[config.mk]
export PLATFORM = sky130hd
export DESIGN_NAME = regfile_access_controller
export DESIGN_NICKNAME = d
export VERILOG_FILES = /design/src/rtl/regfile_access_controller.sv
export SDC_FILE = /design/constraint.sdc
export NUM_CORES = 1
export LEC_CHECK = 0
export CORE_MARGIN = 5
export CORE_UTILIZATION = 42
export DETAILED_ROUTE_END_ITERATION = 7
export PLACE_DENSITY = 0.75
export SYNTH_ARGS = -nofsm -noshare
export SYNTH_HDL_FRONTEND = slang
export SYNTH_SLANG_ARGS = --single-unit
[constraint.sdc]
create_clock -name CLK -period 1.5 [get_ports CLK]
set_input_delay 0.3 -clock CLK [delete_from_list [all_inputs] [get_ports CLK]]
set_output_delay 0.3 -clock CLK [all_outputs]
set_load 0.1 [all_outputs]
[src/rtl/regfile_access_controller.sv]
// Command-driven WRITE/READ/COPY/SWAP initiator for a 4-entry N-bit register file.
// Define RFC_READBACK_EN to add a VERIFY readback after every write-performing command.
module regfile_access_controller #(
  parameter int N = 4
) (
  input  logic         CLK,
  input  logic         RST,
  input  logic         cmd_valid,
  output logic         cmd_ready,
  input  logic [1:0]   cmd_op,
  input  logic [1:0]   cmd_src,
  input  logic [1:0]   cmd_dst,
  input  logic [N-1:0] cmd_data,
  output logic         rsp_valid,
  input  logic         rsp_ready,
  output logic [N-1:0] rsp_data,
  output logic         rsp_err,
  output logic         WA0,
  output logic         WA1,
  output logic         WrEn,
  output logic [N-1:0] rf_din,
  output logic         RA0,
  output logic         RA1,
  input  logic [N-1:0] rf_dout
);

  typedef enum logic [1:0] {OP_WRITE = 2'b00, OP_READ = 2'b01, OP_COPY = 2'b10, OP_SWAP = 2'b11} op_e;

`ifdef RFC_READBACK_EN
  typedef enum logic [2:0] {IDLE, EXEC, SWAP1, SWAP2, VERIFY, RESP} state_e;
`else
  typedef enum logic [2:0] {IDLE, EXEC, SWAP1, SWAP2, RESP} state_e;
`endif

  state_e       state_q, state_d;
  op_e          op_q, op_d;
  logic [1:0]   src_q, src_d;
  logic [1:0]   dst_q, dst_d;
  logic [N-1:0] data_q, data_d;
  logic [N-1:0] tmp_q, tmp_d;
  logic [N-1:0] result_q, result_d;
  logic         rspValid_q, rspValid_d;
  logic [1:0]   waSel, raSel;
`ifdef RFC_READBACK_EN
  logic [N-1:0] lastWr_q, lastWr_d;
  logic         err_q, err_d;
`endif

  always_comb begin
    state_d    = state_q;
    op_d       = op_q;
    src_d      = src_q;
    dst_d      = dst_q;
    data_d     = data_q;
    tmp_d      = tmp_q;
    result_d   = result_q;
    rspValid_d = 1'b0;
    waSel      = 2'b00;
    raSel      = 2'b00;
    WrEn       = 1'b0;
    rf_din     = '0;
    cmd_ready  = 1'b0;
`ifdef RFC_READBACK_EN
    lastWr_d   = lastWr_q;
    err_d      = err_q;
`endif

    case (state_q)
      IDLE: begin
        // Ready is gated by reset so it reads low for the whole reset interval.
        cmd_ready = RST;
        if (cmd_valid && RST) begin
          op_d   = op_e'(cmd_op);
          src_d  = cmd_src;
          dst_d  = cmd_dst;
          data_d = cmd_data;
          state_d = (op_e'(cmd_op) == OP_SWAP) ? SWAP1 : EXEC;
`ifdef RFC_READBACK_EN
          err_d  = 1'b0;
`endif
        end
      end

      EXEC: begin
        case (op_q)
          OP_WRITE: begin
            waSel    = dst_q;
            rf_din   = data_q;
            WrEn     = 1'b1;
            result_d = data_q;
          end
          OP_READ: begin
            raSel    = src_q;
            result_d = rf_dout;
          end
          OP_COPY: begin
            raSel    = src_q;
            waSel    = dst_q;
            rf_din   = rf_dout;
            WrEn     = 1'b1;
            result_d = rf_dout;
          end
          OP_SWAP: begin
            waSel  = dst_q;
            rf_din = tmp_q;
            WrEn   = 1'b1;
          end
          default: ;
        endcase
`ifdef RFC_READBACK_EN
        lastWr_d = rf_din;
        state_d  = (op_q == OP_READ) ? RESP : VERIFY;
`else
        state_d  = RESP;
`endif
      end

      SWAP1: begin
        raSel   = src_q;
        tmp_d   = rf_dout;
        state_d = SWAP2;
      end

      SWAP2: begin
        // The response of a SWAP is the value landing in src, i.e. old dst.
        raSel    = dst_q;
        waSel    = src_q;
        rf_din   = rf_dout;
        WrEn     = 1'b1;
        result_d = rf_dout;
        state_d  = EXEC;
      end

`ifdef RFC_READBACK_EN
      VERIFY: begin
        raSel   = dst_q;
        err_d   = (rf_dout != lastWr_q);
        state_d = RESP;
      end
`endif

      RESP: begin
        // rsp_valid is registered, so it rises one cycle after RESP is entered.
        rspValid_d = !(rspValid_q && rsp_ready);
        if (rspValid_q && rsp_ready) begin
          state_d = IDLE;
        end
      end

      default: state_d = IDLE;
    endcase
  end

  always_ff @(posedge CLK or negedge RST) begin
    if (!RST) begin
      state_q    <= IDLE;
      op_q       <= OP_WRITE;
      src_q      <= 2'b00;
      dst_q      <= 2'b00;
      data_q     <= '0;
      tmp_q      <= '0;
      result_q   <= '0;
      rspValid_q <= 1'b0;
`ifdef RFC_READBACK_EN
      lastWr_q   <= '0;
      err_q      <= 1'b0;
`endif
    end else begin
      state_q    <= state_d;
      op_q       <= op_d;
      src_q      <= src_d;
      dst_q      <= dst_d;
      data_q     <= data_d;
      tmp_q      <= tmp_d;
      result_q   <= result_d;
      rspValid_q <= rspValid_d;
`ifdef RFC_READBACK_EN
      lastWr_q   <= lastWr_d;
      err_q      <= err_d;
`endif
    end
  end

  assign rsp_valid = rspValid_q;
  assign rsp_data  = result_q;
  assign WA0       = waSel[0];
  assign WA1       = waSel[1];
  assign RA0       = raSel[0];
  assign RA1       = raSel[1];
`ifdef RFC_READBACK_EN
  assign rsp_err   = err_q;
`else
  assign rsp_err   = 1'b0;
`endif

endmodule

==> impl_metrics.yaml, run 1 <==
outcome:
  status: "complete, but fails checks"
  violations: "setup timing"
finish:
  drive_gt1_share_pct: 67.1
  fillerInstances: 122
  syn_to_final_growth_pct: 101
  utilization_pct: 86.4
  n_antenna_cell: 0
  nNetsFinal: 196
  final_area_mm2: 0.00234
clock_tree:
  clockRootBuffer: "clkbuf_4"
  cts_sinks: 22
  path_clk_slew_ns: 0.12
  postCtsHoldBufs: 0
  cts_tree: "done"
  cts_buffer_depth: 2
  numCtsBuffers: 3
  h-tree-depth: 1
  clkLatencyLatePin_ns: 0.32
logic_synthesis:
  synth.area.mux_share_pct: 13.5
  synth_most_common_cell: "dfrtp_1"
  synth_top_family_by_area: "compound AO/OA/AOI/OAI gates"
  synth_edf_count: 0
  syn_area_mm2: 0.00116
  syn_area_per_cell_um2: 10.9
  syn-instance-count: 107
  ys_seq_area_share_pct: 47.3
  async_flop_share_pct: 100
  synth_cell_types: 30
  yosys-top-cells-count: "22 x dfrtp_1, 14 x mux2_2, 7 x a21oi_1, 7 x nand2_1, 6 x nor2_1"
  synth_xor_area_share_pct: 0
  ys_seq_elements: 22
  synthAdderAreaFrac_pct: 4.30
  ys.flop_type: "dfrtp_1"
  synth_compound_area_share_pct: 18.4
  synthTopCellsByArea: "dfrtp_1 47%, mux2_2 14%, ha_1 4.3%, a21oi_1 3.0%, a22o_1 3.0%"
  netlist.area_leader.share_pct: 47.3
  yosysTopAreaCell: "dfrtp_1"
  synth-simple-area-share_pct: 11.8
  ys_warn_count: 0
  synthesis.nets: 129
sta:
  fin_crit_sh_pct: 138
  setup_slack_ns: -0.564
  tightest_slew_ns: 0.538
  finalClockSkew_ns: 0.00553
  fin_setup_tns_ns: -6.71
  maxSlewHeadroom_pct: 64.0
  setup_viol: 28
  max_clock_freq_mhz: 485
  min_period_ns: 2.06
  rsz0062_at_grt: "yes"
  drv_slew: 0
  hold_viol: 0
placed_design:
  placed_cell_area_mm2: 0.00199
  port_buffers: 32
  dp_hpwl_um: 2720
  gp_congestion: 0.806
global_route:
  grt_overflow: 0
  antenna_found_initial: 0
  grt_use_total_pct: 22.5
  grt_pass1_wl_um: 7010
  grt_pass1_vias: 1358
  grt_max_degree: 14
floorplanning:
  dieArea_mm2: 0.00393
  core_mm2: 0.00271
  start_util_pct: 43.0
  ioPinCount: 34
  row_count: 19
  die_y_um: 62.7
  die_x_um: 62.7
power_and_ir_drop:
  ir_drop_mv: 2.48
  power.leakage_nw: 0.962
  p_per_area_mw_per_mm2: 2460
detailed_routing:
  route.detailed.drc: 0
  wl_um: 4550
  num_vias: 1191
  via_per_inst: 5.84
  drt_iter0_markers: 38
  dr.pass1.iters: 4
  antenna_left: 0
  wl_per_cell_um: 22.3
worst_setup_path:
  crit_path_max_fanout: 4
  worstSetupPathType: "flop to output pin"
  end_kind: "output pin"
  crit_arrival_ns: 1.76
  startpoint_type: "flop"
  worstPathRequired_ns: 1.20
min_path:
  hold_path.class: "input port to async pin"
flow_run:
  drv_cap: 0
## through the flow
stage                     setup WS (ns)  power (W)  hold slack (ns)  instances
after detailed placement         -0.297    0.00445            0.512        191
after CTS                        -0.481    0.00541            0.345        202
final                            -0.564    0.00576            0.338        204
after global placement           -0.258    0.00434            0.494        191
after floorplan                  -0.586    0.00332          0.00441        107
after global routing             -0.614    0.00599            0.346        204
## critical path, stage by stage (launching register included)
cell	delay (ns)
dfrtp_1	0.45
inv_2	0.10
ha_4	0.20
nor2_4	0.13
buf_6	0.15
nand2_2	0.07
a21oi_4	0.17
buf_12	0.19
## layer usage
layer | share of wire, % | routed length [um] | up-vias | track usage [%]
met5 | 0 | 0 | - | 0
met4 | 2.4 | 110 | 0 | 9.81
met3 | 4.4 | 202 | 11 | 5.76
met2 | 55 | 2500 | 40 | 40.3
met1 | 38 | 1740 | 613 | 24.7
li1 | - | - | 527 | -
## state kept, by name, summed over array words and instances (netlist names)
signal     flops
tmp_q          4
src_q          2
op_q           2
dst_q          2
rsp_valid      1
rsp_data       4
state_q        3
data_q         4
## final cells by class
class / count / area [um^2] / share of cell area [%]
clock buffers: 4 / 36.3 / 1.55
flip-flops and latches: 22 / 556 / 23.7
multi-input cells: 75 / 915 / 39.1
inverters: 4 / 17.5 / 0.748
repair buffers: 68 / 778 / 33.2
well taps: 31 / 38.8 / 1.66
## logic make-up after synthesis
| family | count (synthesis) |
|---|---|
| AOI/OAI and AO/OA | 31 |
| adders and majority gates | 4 |
| buffers and inverters | 10 |
| DFF | 22 |
| muxes | 14 |
| other | 1 |
| and+or+nand+nor | 25 |
## what timing repair did
action,CTS,global route
pin swaps,22,10
setup buffers,7,2
cloned,0,0
gates resized for setup,50,17
endpoints found under the setup margin,28,29
## cells in the final DEF, fill, tap and decap left out, types with 2 or more instances in the layout
cell type | Yosys | layout
buf_4 | 1 | 26
dfrtp_1 | 22 | 18
clkdlybuf4s50_1 | 0 | 17
buf_12 | 0 | 15
mux2_4 | 0 | 13
buf_6 | 1 | 10
a21oi_4 | 0 | 5
a22o_1 | 4 | 4
nand2_2 | 0 | 4
ha_4 | 0 | 4
dfrtp_2 | 0 | 4
nor2_4 | 0 | 3
o21ai_2 | 0 | 3
nand2_1 | 7 | 3
a2bb2oi_2 | 0 | 3
o22ai_2 | 0 | 3
clkbuf_4 | 0 | 3
inv_2 | 0 | 2
nand3_2 | 0 | 2
a21oi_1 | 7 | 2
a311oi_4 | 0 | 2
a22oi_2 | 0 | 2
nor3_1 | 3 | 2
nor2_1 | 6 | 2
## report_power, final
part | total (W) | internal [W] | switching, W
sequential | 0.00127 | 0.000882 | 0.000388
clock | 0.000334 | 0.000149 | 0.000186
combinational | 0.00416 | 0.00189 | 0.00227
## worst paths after layout
path	startpoint	end	slack, ns	cells after the start
worst max-delay path	op_q[1]	rf_din[2]	-0.56	7
worst min-delay path	RST	src_q[0]	0.34	2
worst max register to register	op_q[1]	rsp_data[3]	-0.23	6
worst min register to register	tmp_q[2]	tmp_q[2]	0.53	1
max in group asynchronous	RST	state_q[1]	0.87	3
min in group CLK	tmp_q[2]	tmp_q[2]	0.53	1
Power figures use the tool's default switching activity.
==> inputs of run 2 (changes only) <==
--- a/config.mk
+++ b/config.mk
@@ -5,10 +5,12 @@
 export SDC_FILE = /design/constraint.sdc
 export NUM_CORES = 1
 export LEC_CHECK = 0
+export ABC_AREA = 0
 export CORE_MARGIN = 5
-export CORE_UTILIZATION = 42
+export CORE_UTILIZATION = 44
+export CTS_BUF_LIST = sky130_fd_sc_hd__clkbuf_8
 export DETAILED_ROUTE_END_ITERATION = 7
-export PLACE_DENSITY = 0.75
+export PLACE_DENSITY = 0.78
 export SYNTH_ARGS = -nofsm -noshare
 export SYNTH_HDL_FRONTEND = slang
 export SYNTH_SLANG_ARGS = --single-unit
==> impl_metrics.yaml, run 2 (synthesis results as in run 1) <==
clock_tree:
  clockRootBuffer: "clkbuf_8"
  numCtsBuffers: 3
  h-tree-depth: 1
  clkLatencyLatePin_ns: 0.26
  cts_buffer_depth: 2
  cts_tree: "done"
  path_clk_slew_ns: 0.08
  cts_sinks: 22
detailed_routing:
  wl_met3_um: 565
  via_per_inst: 6.52
  dr.pass1.iters: 4
  wl_met1_um: 1990
  num_vias: 1303
  antenna_left: 0
  wl_per_cell_um: 28.5
  wl_um: 5700
  route.detailed.drc: 0
  drt_iter0_markers: 160
  top_layer_used: "met4"
  wl_met2_um: 2840
sta:
  fin_setup_tns_ns: -6.46
  rsz0062_at_grt: "yes"
  maxSlewHeadroom_pct: 57.9
  max_clock_freq_mhz: 496
  holdWs_ns: 0.215
  drv_slew: 0
  setup_slack_ns: -0.516
  hold_viol: 0
  finalClockSkew_ns: 0.00278
  fin_crit_sh_pct: 134
  tightest_slew_ns: 0.630
  min_period_ns: 2.02
  setup_viol: 24
floorplanning:
  row_count: 18
  die_y_um: 61.5
  start_util_pct: 46.6
  core_mm2: 0.00250
  die_x_um: 61.5
  ioPinCount: 34
  dieArea_mm2: 0.00378
power_and_ir_drop:
  p_per_area_mw_per_mm2: 2650
  power.leakage_nw: 0.948
  ir_drop_mv: 2.21
global_route:
  grt_overflow: 0
  grt_pass1_vias: 1310
  grt_use_total_pct: 26.3
  antenna_found_initial: 0
  grt_max_degree: 13
  grt_pass1_wl_um: 6970
flow_run:
  drv_cap: 0
worst_setup_path:
  slowest_stage: "dfrtp_2"
  worstSetupPathType: "flop to output pin"
  crit_arrival_ns: 1.72
  startpoint_type: "flop"
  slowest_delay_ns: 0.45
  crit_path_max_fanout: 4
  end_kind: "output pin"
  path_cells: "inv_4 > ha_4 > nand3_4 > a311oi_4 > buf_12"
  worstPathRequired_ns: 1.20
placed_design:
  gp_congestion: 0.912
  placed_cell_area_mm2: 0.00196
  port_buffers: 32
  dp_hpwl_um: 2820
  dp.cells: 184
outcome:
  status: "complete, but fails checks"
  violations: "setup timing"
finish:
  drive_gt1_share_pct: 66.5
  syn_to_final_growth_pct: 102
  mostFrequentLayoutCells: "21 x buf_4, 19 x dfrtp_1, 16 x buf_12"
  nNetsFinal: 193
  final_area_mm2: 0.00236
  final_common_cell: "buf_4"
  layoutNonFillerInstCount: 200
  utilization_pct: 94.2
  n_antenna_cell: 0
min_path:
  hold_path.class: "input port to async pin"
## run 2: cell count changes in the layout (fill, tap and decap cells not counted), sizes merged
cell,before,now
dlygate4sd2,0,2
buf,51,48
clkdlybuf4s50,17,15
## run 2: metal layers
layer	vias to the layer above	track usage, %
li1	519	-
met5	-	0
met1	626	32.7
met2	129	44.1
met4	0	11.5
met3	29	5.24
## run 2: worst max-delay path: cells and delay by family, from the launching register on
family | cells | cell delay (ns)
flops | 1 | 0.45
buf+inv | 2 | 0.29
simple gates | 1 | 0.09
compound gates | 1 | 0.31
fa+ha+maj | 1 | 0.31
## run 2: path summary, 6_finish.rpt
check | from | to | slack, ns | cells after the start
worst max-delay path | op_q[0] | RA0 | -0.52 | 5
worst min-delay path | RST | op_q[1] | 0.22 | 2
worst max register to register | op_q[0] | rsp_data[3] | -0.40 | 7
worst min register to register | tmp_q[2] | tmp_q[2] | 0.57 | 1
max in group asynchronous | RST | state_q[2] | 1.01 | 3
min in group CLK | cmd_valid | state_q[1] | 0.56 | 3
## run 2: where the power goes
group          switching [W]  leakage [nW]  total (W)  internal [W]
clock               0.000204        0.0288   0.000438      0.000234
combinational        0.00251         0.660    0.00449       0.00197
sequential          0.000427         0.260    0.00131      0.000882
total                0.00314         0.948    0.00623       0.00309
## run 2: through the flow
stage / setup WS (ns) / total power [W]
after floorplan: -0.586 / 0.00332
after global placement: -0.305 / 0.00434
after detailed placement: -0.288 / 0.00447
after CTS: -0.431 / 0.00545
after global routing: -0.556 / 0.00638
final: -0.516 / 0.00623
## run 2: cell type report
type,count,area [um^2]
Multi-Input combinational cell,75,926
Sequential cell,22,554
Inverter,4,17.5
Fill cell,65,144
Clock buffer,4,55.1
Tap cell,30,37.5
Timing Repair Buffer,65,766
## run 2: timing repair
item                                    4_1_cts  5_1_grt
resized for setup                            45       24
cloned                                        1        0
endpoints found under the setup margin       29       30
hold buffers                                  0        0
buffers inserted                              5        6
pin swaps                                    14       13
==> inputs of run 3 (changes only) <==
--- a/config.mk
+++ b/config.mk
@@ -8,7 +8,7 @@
 export ABC_AREA = 0
 export CORE_MARGIN = 5
 export CORE_UTILIZATION = 44
-export CTS_BUF_LIST = sky130_fd_sc_hd__clkbuf_8
+export CTS_BUF_LIST = sky130_fd_sc_hd__clkbuf_4
 export DETAILED_ROUTE_END_ITERATION = 7
 export PLACE_DENSITY = 0.78
 export SYNTH_ARGS = -nofsm -noshare
==> impl_metrics.yaml, run 3 (synthesis results as in run 1) <==
global_route:
  grt_use_total_pct: 24.2
  grt_overflow: 0
  grt_pass1_wl_um: 6540
  grt_max_degree: 13
  grt_pass1_vias: 1270
  antenna_found_initial: 0
clock_tree:
  clockRootBuffer: "clkbuf_4"
  cts_buffer_depth: 2
  clkLatencyLatePin_ns: 0.32
  h-tree-depth: 1
  postCtsHoldBufs: 0
  path_clk_slew_ns: 0.14
  cts_tree: "done"
  numCtsBuffers: 3
  cts_sinks: 22
finish:
  mostFrequentLayoutCells: "20 x buf_4, 18 x dfrtp_1, 16 x clkdlybuf4s50_1, 16 x buf_12, 8 x mux2_4"
  syn_to_final_growth_pct: 96.5
  utilization_pct: 91.5
  seq_area_um2: 556
  nNetsFinal: 190
  fillerInstances: 92
  drive_gt1_share_pct: 66.5
  multiInputGateArea_um2: 911
  n_antenna_cell: 0
  final_area_mm2: 0.00229
  final_common_cell: "buf_4"
power_and_ir_drop:
  ir_drop_mv: 2.08
  power.leakage_nw: 0.916
  p_per_area_mw_per_mm2: 2520
detailed_routing:
  route.detailed.drc: 0
  wl_per_cell_um: 24.1
  wl_um: 4750
  via_per_inst: 6.10
  drt_iter0_markers: 70
  antenna_left: 0
  dr.pass1.iters: 4
  num_vias: 1202
min_path:
  hold_path.class: "input port to async pin"
sta:
  maxSlewHeadroom_pct: 63.7
  tightest_slew_ns: 0.543
  fin_crit_sh_pct: 137
  min_period_ns: 2.06
  setup_viol: 28
  holdWs_ns: 0.131
  setup_slack_ns: -0.558
  max_clock_freq_mhz: 486
  hold_viol: 0
  finalClockSkew_ns: 0.0148
  rsz0062_at_grt: "yes"
  drv_slew: 0
floorplanning:
  die_y_um: 61.5
  die_x_um: 61.5
  dieArea_mm2: 0.00378
  start_util_pct: 46.6
  row_count: 18
  core_mm2: 0.00250
  ioPinCount: 34
placed_design:
  dp_hpwl_um: 2820
  port_buffers: 32
  dpl_worst_slack_ns: -0.288
  gp_congestion: 0.912
  placed_cell_area_mm2: 0.00196
worst_setup_path:
  startpoint_type: "flop"
  timing.rr.start: "op_q[0]"
  crit_arrival_ns: 1.76
  rr_worst_depth: 6
  reg2reg_slack_ns: -0.21
  r2r_end: "rsp_data[3]"
  crit_path_max_fanout: 4
  worstSetupPathType: "flop to output pin"
  worstPathRequired_ns: 1.20
  end_kind: "output pin"
outcome:
  status: "complete, but fails checks"
  violations: "setup timing"
flow_run:
  drv_cap: 0
run 3: critical path, stage by stage, from the launching register on:
cell and delay (ns):
dfrtp_2 0.47, inv_4 0.07, ha_4 0.30, nand3_4 0.08, a311oi_4 0.29, buf_12 0.22
run 3: through the flow:
stage	TNS, ns	instances	total power (W)
after global placement	-5.21	184	0.00434
after global routing	-8.46	197	0.00598
after CTS	-5.40	193	0.00519
final	-6.61	197	0.00576
after floorplan	-4.46	107	0.00332
after detailed placement	-5.58	184	0.00447
run 3: routing by layer:
metal | global-route usage, % | vias up | share of wire (%)
met4 | 8.18 | 0 | 3.6
met3 | 4.82 | 14 | 5.1
met5 | 0 | - | 0
met2 | 41.7 | 60 | 52
li1 | - | 515 | -
met1 | 30.2 | 613 | 39
run 3: how the worst max path moves through the flow:
stage               cells past startpoint        end  slack [ns]  startpoint
global placement                        5   src_q[1]       -0.30         RST
finish                                  5        RA0       -0.56     op_q[0]
floorplan                               4        RA0       -0.59     op_q[0]
detailed placement                      5  data_q[0]       -0.29         RST
global route                            5        RA0       -0.62     op_q[0]
CTS                                     5        RA0       -0.50     op_q[0]
run 3: layout make-up:
| type | instances | share of cell area (%) |
|---|---|---|
| Multi-Input combinational cell | 75 | 39.8 |
| Tap cell | 30 | 1.64 |
| Inverter | 4 | 0.875 |
| Timing Repair Buffer | 62 | 32.3 |
| Clock buffer | 3 | 0.984 |
| Sequential cell | 22 | 24.3 |
| Clock inverter | 1 | 0.164 |
run 3: timing repair:
action | CTS | global route
gates resized for setup | 38 | 29
setup endpoints to repair | 30 | 26
buffers inserted | 4 | 5
hold endpoints to repair | 0 | 0
pin swaps | 15 | 12
cloned | 1 | 0
run 3: report_power, final:
| part | switching [W] | leakage, nW | internal, W |
|---|---|---|---|
| sequential | 0.000380 | 0.258 | 0.000882 |
| clock | 0.000195 | 0.0154 | 0.0000974 |
| combinational | 0.00234 | 0.642 | 0.00187 |
